## src/rtl/halfadder_behavioural_pkg.sv

```systemverilog
// halfadder_behavioural_pkg: default configuration shared by the half-adder slice
package halfadder_behavioural_pkg;
  localparam int HA_WIDTH = 1;
  localparam int HA_CNT_W = 16;
endpackage

```

## src/rtl/halfadder_behavioural_cell.sv

```systemverilog
// half_adder_cell: single-lane combinational half adder
module half_adder_cell
  import halfadder_behavioural_pkg::*;
(
  input  logic a,
  input  logic b,
  output logic sum,
  output logic carry
);
  assign sum = a ^ b;
  assign carry = a & b;
endmodule

```

## src/rtl/halfadder_behavioural.sv

```systemverilog
// halfadder_behavioural: parallel half-adder lanes with registered outputs and saturating carry counter
module halfadder_behavioural
  import halfadder_behavioural_pkg::*;
#(
  parameter int WIDTH = HA_WIDTH,
  parameter int CNT_W = HA_CNT_W
) (
  input  logic             clk,
  input  logic             rst,
  input  logic [WIDTH-1:0] a,
  input  logic [WIDTH-1:0] b,
  output logic [WIDTH-1:0] sum,
  output logic [WIDTH-1:0] carry,
  output logic [WIDTH-1:0] sum_q,
  output logic [WIDTH-1:0] carry_q,
  output logic [CNT_W-1:0] carry_cnt
);
  localparam logic [CNT_W-1:0] CNT_MAX = {CNT_W{1'b1}};
  for (genvar i = 0; i < WIDTH; i++) begin : g_lane
    half_adder_cell u_cell (.a(a[i]), .b(b[i]), .sum(sum[i]), .carry(carry[i]));
  end
  always_ff @(posedge clk) begin
    if (rst) begin
      sum_q <= '0;
      carry_q <= '0;
      carry_cnt <= '0;
    end else begin
      sum_q <= sum;
      carry_q <= carry;
      if (|carry && carry_cnt != CNT_MAX) carry_cnt <= carry_cnt + CNT_W'(1);
    end
  end
endmodule

```

## config.mk

```make
export PLATFORM = sky130hd
export DESIGN_NAME = halfadder_behavioural
export DESIGN_NICKNAME = d
export VERILOG_FILES = /design/src/rtl/halfadder_behavioural_pkg.sv /design/src/rtl/halfadder_behavioural_cell.sv /design/src/rtl/halfadder_behavioural.sv
export SDC_FILE = /design/constraint.sdc
export NUM_CORES = 1
export LEC_CHECK = 0
export CAP_MARGIN = 20
export CELL_PAD_IN_SITES_DETAIL_PLACEMENT = 1
export CELL_PAD_IN_SITES_GLOBAL_PLACEMENT = 1
export CORE_MARGIN = 1
export CORE_UTILIZATION = 31
export DETAILED_ROUTE_END_ITERATION = 7
export PLACE_DENSITY_LB_ADDON = 0.08
export REMOVE_ABC_BUFFERS = 1
export SLEW_MARGIN = 15
export SYNTH_ARGS = -nofsm -noshare
export SYNTH_HDL_FRONTEND = slang
export SYNTH_HIERARCHICAL = 1
export SYNTH_SLANG_ARGS = --single-unit
export TNS_END_PERCENT = 50
```

## constraint.sdc

```tcl
create_clock -name clk -period 1.6 [get_ports clk]
set_input_delay 0.24 -clock clk [delete_from_list [all_inputs] [get_ports clk]]
set_output_delay 0.24 -clock clk [all_outputs]
set_load 0.01 [all_outputs]
```

* Yosys cells after proc, flatten, opt, wreduce, memory -nomap -nowiden
Index checks and enable logic that the tools add are counted.
Storage, ports and cells: bits in registers 18, word-level logic and storage cells 8
Cells by class: add/subtract/negate cells 1, equality and inequality tests 1, bitwise logic cells 2, reduce and logical (&&, ||, !) cells 1
Operators by type and width (count):
- $add 16x1->16 const B | 1
- $ne 16x16->1 const B | 1
- $and 1x1->1 | 1
- $logic_and 1x1->1 | 1
- $xor 1x1->1 | 1

* Logic depth before layout (Yosys ltp)
depth in word-level cells 2, mapped depth 6

* By module
The synthesis kept the hierarchy.
By module, submodules not included:
- halfadder_behavioural | instances 1, cells an instance 104, area each 884.6 um^2
- half_adder_cell | instances 1, cells an instance 1, area each 12.5 um^2

* Worst setup path before layout
Ideal clock, no wire load.
path type in2reg, from input port a, to register carry_cnt[9], setup time 0.070 ns, arrival time 1.597 ns, data required time 1.530 ns, path slack -0.067 ns, stages on the path 6, buffers on the path 1, cell sequence ha_1 -> nand3_2 -> or2_0 -> clkbuf_2 -> or4_1 -> a21oi_1
Between the ends: word-level cells in the longest chain between the ends 2
Ends and longest elaborated chain:
- from (decl) | line halfadder_behavioural.sv:10 | input logic [WIDTH-1:0] a,
- $and 1x1->1 | line halfadder_behavioural_cell.sv:11 | assign carry = a & b;
- $logic_and 1x1->1 | line halfadder_behavioural.sv:30 | if (|carry && carry_cnt != CNT_MAX) carry_cnt <= carry_cnt + CNT_W'(1);
- to (signal assigned) | line halfadder_behavioural.sv:30
- to (decl) | line halfadder_behavioural.sv:16 | output logic [CNT_W-1:0] carry_cnt
No other way between the ends. A chain may end at the register's enable or synchronous reset.

* Worst setup path in the final report
from register carry_cnt[12], to register carry_cnt[0]
Between the ends: word-level cells in the longest chain between the ends 2
Ends and longest elaborated chain (line):
- $ne 16x16->1 | halfadder_behavioural.sv:30
- $logic_and 1x1->1 | halfadder_behavioural.sv:30
No other way between the ends.

==> metrics.md <==
| Metric | Value |
|---|---|
| Met2 Wirelength | `2080 µm` |
| #FFs+latches synth | `18` |
| Pin count of the biggest net entering global routing | `11` |
| Core area | `2760 µm²` |
| Vias in the first global route | `1188` |
| Highest metal used | `met4` |
| Pwr Total | `0.843 mW` |
| Antenna-violating nets left | `0` |
| Clock Tree Root | `clkbuf_4` |
| IO Port Bufs | `23` |
| Syn-to-layout area delta | `94.3%` |
| CP endpoint kind | `flop` |
| Clock tree buffer depth | `2` |
| # H-tree levels | `1` |
| Layout cells sized above 1 | `about 58%` |
| Max IR drop VDD | `0.000375 V` |
| # IOs | `24` |
| Post-route cell area | `around 1700 µm²` |
| Worst slew pin tran | `approximately 0.42 ns` |
| Maximum clock rate | `roughly 570 MHz` |
| Final Util | `a little over three fifths` |
| Pre-CTS setup slack | `-0.525 ns` |
| CP max FO | `4` |
| Max Slew Vio Count | `0` |
| Setup violators final | `14` |
| Outcome | `finished, violations left` |
| DR iter-0 viols | `45` |
| Mean number of vias per cell | `about 5.6` |
| Total GRT Usage | `between 20% and 30%` |
| Setup Skew | `approximately 0.012 ns` |
| Clock sink count | `18` |
| Fin. Hold Viols | `0` |
| Mean Syn Cell Area | `between 8 and 9 µm²` |
| Post-CTS Hold Buffers | `0` |
| Pre-antenna DRT Iters | `4` |
| Final Cycle Share | `110%` |
| CP Class | `flop to flop` |
| Post-Synthesis Cell Area | `897 µm²` |
| Relative slew slack | `72.2%` |
| HPWL after DPL | `2080 µm` |
| Clock-pin slew on the worst setup and hold paths | `0.12 ns` |
| Number of warnings issued by yosys | `6` |
| Met3 routed WL | `151 µm` |
| Worst-Skew Late Latency | `0.30 ns` |
| CTS tree | `built` |
| Per-cell routed wire length | `slightly below 20 µm` |
| Max-cap violations | `0` |
| Routed wire length | `between 3000 and 4000 µm` |
| Worst Hold Class | `primary input to flop` |
| Fin cells | `203` |
| Crit path DAT | `around 1.9 ns` |
| PD cells | `roughly 480 nW/µm²` |
| Initial antenna violation count | `0` |
| WL met1 | `between 1500 and 2000 µm` |
| Min Tclk post-route | `approximately 1.8 ns` |
| # placed instances | `184` |
| Unrepaired setup endpoints after global routing | `true` |
| Gate count of the mapped netlist | `105` |
| Fin nets | `179` |
| First-pass GRT wire length | `5580 µm` |
| Die ar. | `approximately 3100 µm²` |
| Placed cell area | `around 1400 µm²` |
| Leakage | `0.747 nW` |
| Chip width | `roughly 56 µm` |
| Worst Path Required | `around 1.8 ns` |
| Overflow after GRT | `0` |
| # diodes | `0` |
| Initial core utilization | `32.5%` |
| CTS Buf Count | `3` |
| Synth cell types | `33` |
| Die height | `between 50 and 60 µm` |
| Standard-cell row count | `19` |
| Crit path launch type | `flop` |
| Seq/Total Area, Yosys | `40.2%` |
| Failing checks | `negative setup slack` |
| GP Congestion | `approximately 0.77` |
| Vias | `1127` |
| DR DRC count | `0` |
| Final worst slack | `-0.152 ns` |
[cells by family (layout without fill, tap and decap cells)]
kind of cell | Yosys count | count (layout) | share of synthesized area [%]
buffers and inverters | 5 | 72 | 2.37
multiplexers | 3 | 3 | 3.63
AND/OR/NAND/NOR | 54 | 54 | 35.8
AO/OA/AOI/OAI | 23 | 23 | 15.2
flip-flops | 18 | 18 | 40.2
adder cells (fa/ha/maj) | 2 | 2 | 2.79
[final timing paths]
check / end / cells past startpoint / startpoint / slack [ns]
setup / recovery: carry_cnt[0] / 5 / carry_cnt[12] / -0.15
hold / removal: sum_q / 3 / a / 0.43
setup reg to reg: carry_cnt[0] / 5 / carry_cnt[12] / -0.15
hold reg to reg: carry_cnt[15] / 2 / carry_cnt[15] / 0.60
[power breakdown]
group	leakage, nW	switching, mW	internal, mW
logic	0.572	0.0401	0.0490
registers	0.154	0.00522	0.451
clock network	0.0210	0.160	0.139
total	0.747	0.205	0.639
[critical path: stages (launching register included)]
cell and delay (ns):
dfxtp_1 0.37, nand4_1 0.25, nor4_4 0.49, buf_4 0.22
nor2b_4 0.05, mux2_2 0.26
[placed cells by master (no fill, tap or decap), types with 2 or more instances in the layout]
master,synthesis,routed
buf_4,0,37
clkdlybuf4s50_1,0,15
dfxtp_2,0,11
buf_6,0,7
nand4_1,6,6
a21oi_2,0,6
a21oi_1,11,5
nor2_1,6,5
nand2_1,5,4
nor2b_1,5,4
or4_4,0,4
dfxtp_1,18,4
dlygate4sd2_1,0,4
dlymetal6s2s_1,0,4
nor4_4,0,3
o21ai_2,0,3
nand2b_1,3,3
nand3_1,4,3
dfxtp_4,0,3
clkbuf_4,0,3
or3_4,0,2
or3_1,4,2
mux2_2,2,2
and3_1,3,2
nor3_1,3,2
o31ai_2,0,2
o21ai_0,5,2
o31ai_1,4,2
[sequential cells by signal (all words and copies together) (netlist names)]
name	count
carry_cnt	16
carry_q	1
sum_q	1
[cell type report]
class	count	area, µm²
Inverter	1	3.75
Multi-Input combinational cell	82	687
Timing Repair Buffer	67	592
Sequential cell	18	385
Tap cell	31	38.8
Clock buffer	4	36.3
Fill cell	315	1010
[cells in the mapped netlist, drive strengths merged]
cell | instances | area share, %
nor3 | 3 | 1.7
nand4 | 6 | 4.2
o31ai | 4 | 3.3
or2 | 2 | 1.4
ha | 2 | 2.8
and3 | 4 | 2.9
nor2b | 5 | 3.5
nand2b | 3 | 2.1
nand2 | 5 | 2.1
dfxtp | 18 | 40
or4 | 4 | 3.3
inv | 1 | 0.42
mux2i | 1 | 1.1
nor4 | 4 | 3.5
mux2 | 2 | 2.5
buf | 1 | 0.56
nand3 | 5 | 3.3
o21ai | 5 | 2.8
or3 | 5 | 3.6
nor2 | 6 | 2.5
a41oi | 1 | 0.98
and2 | 1 | 0.70
a31o | 1 | 0.98
a21oi | 11 | 6.1
clkbuf | 3 | 1.4
o2111ai | 1 | 0.98
and4 | 1 | 0.98
[per-stage QoR]
stage / hold WS [ns] / TNS, ns
after floorplan: 0.309 / -1.74
after global placement: 0.530 / -4.49
after detailed placement: 0.540 / -4.78
after CTS: 0.434 / -0.151
after global routing: 0.460 / -1.38
final: 0.432 / -0.879
[per-layer routing]
layer  global-route usage (%)  up-vias
met5                        0        -
met4                     10.0        0
met3                     2.79       14
met2                     42.9       34
met1                     25.9      550
li1                         -      529
[what timing repair did]
action	CTS	global route
pin swaps	13	15
setup endpoints to repair	19	19
resized for setup	37	38
setup buffers	10	8
(Power assumes the default switching activity.)
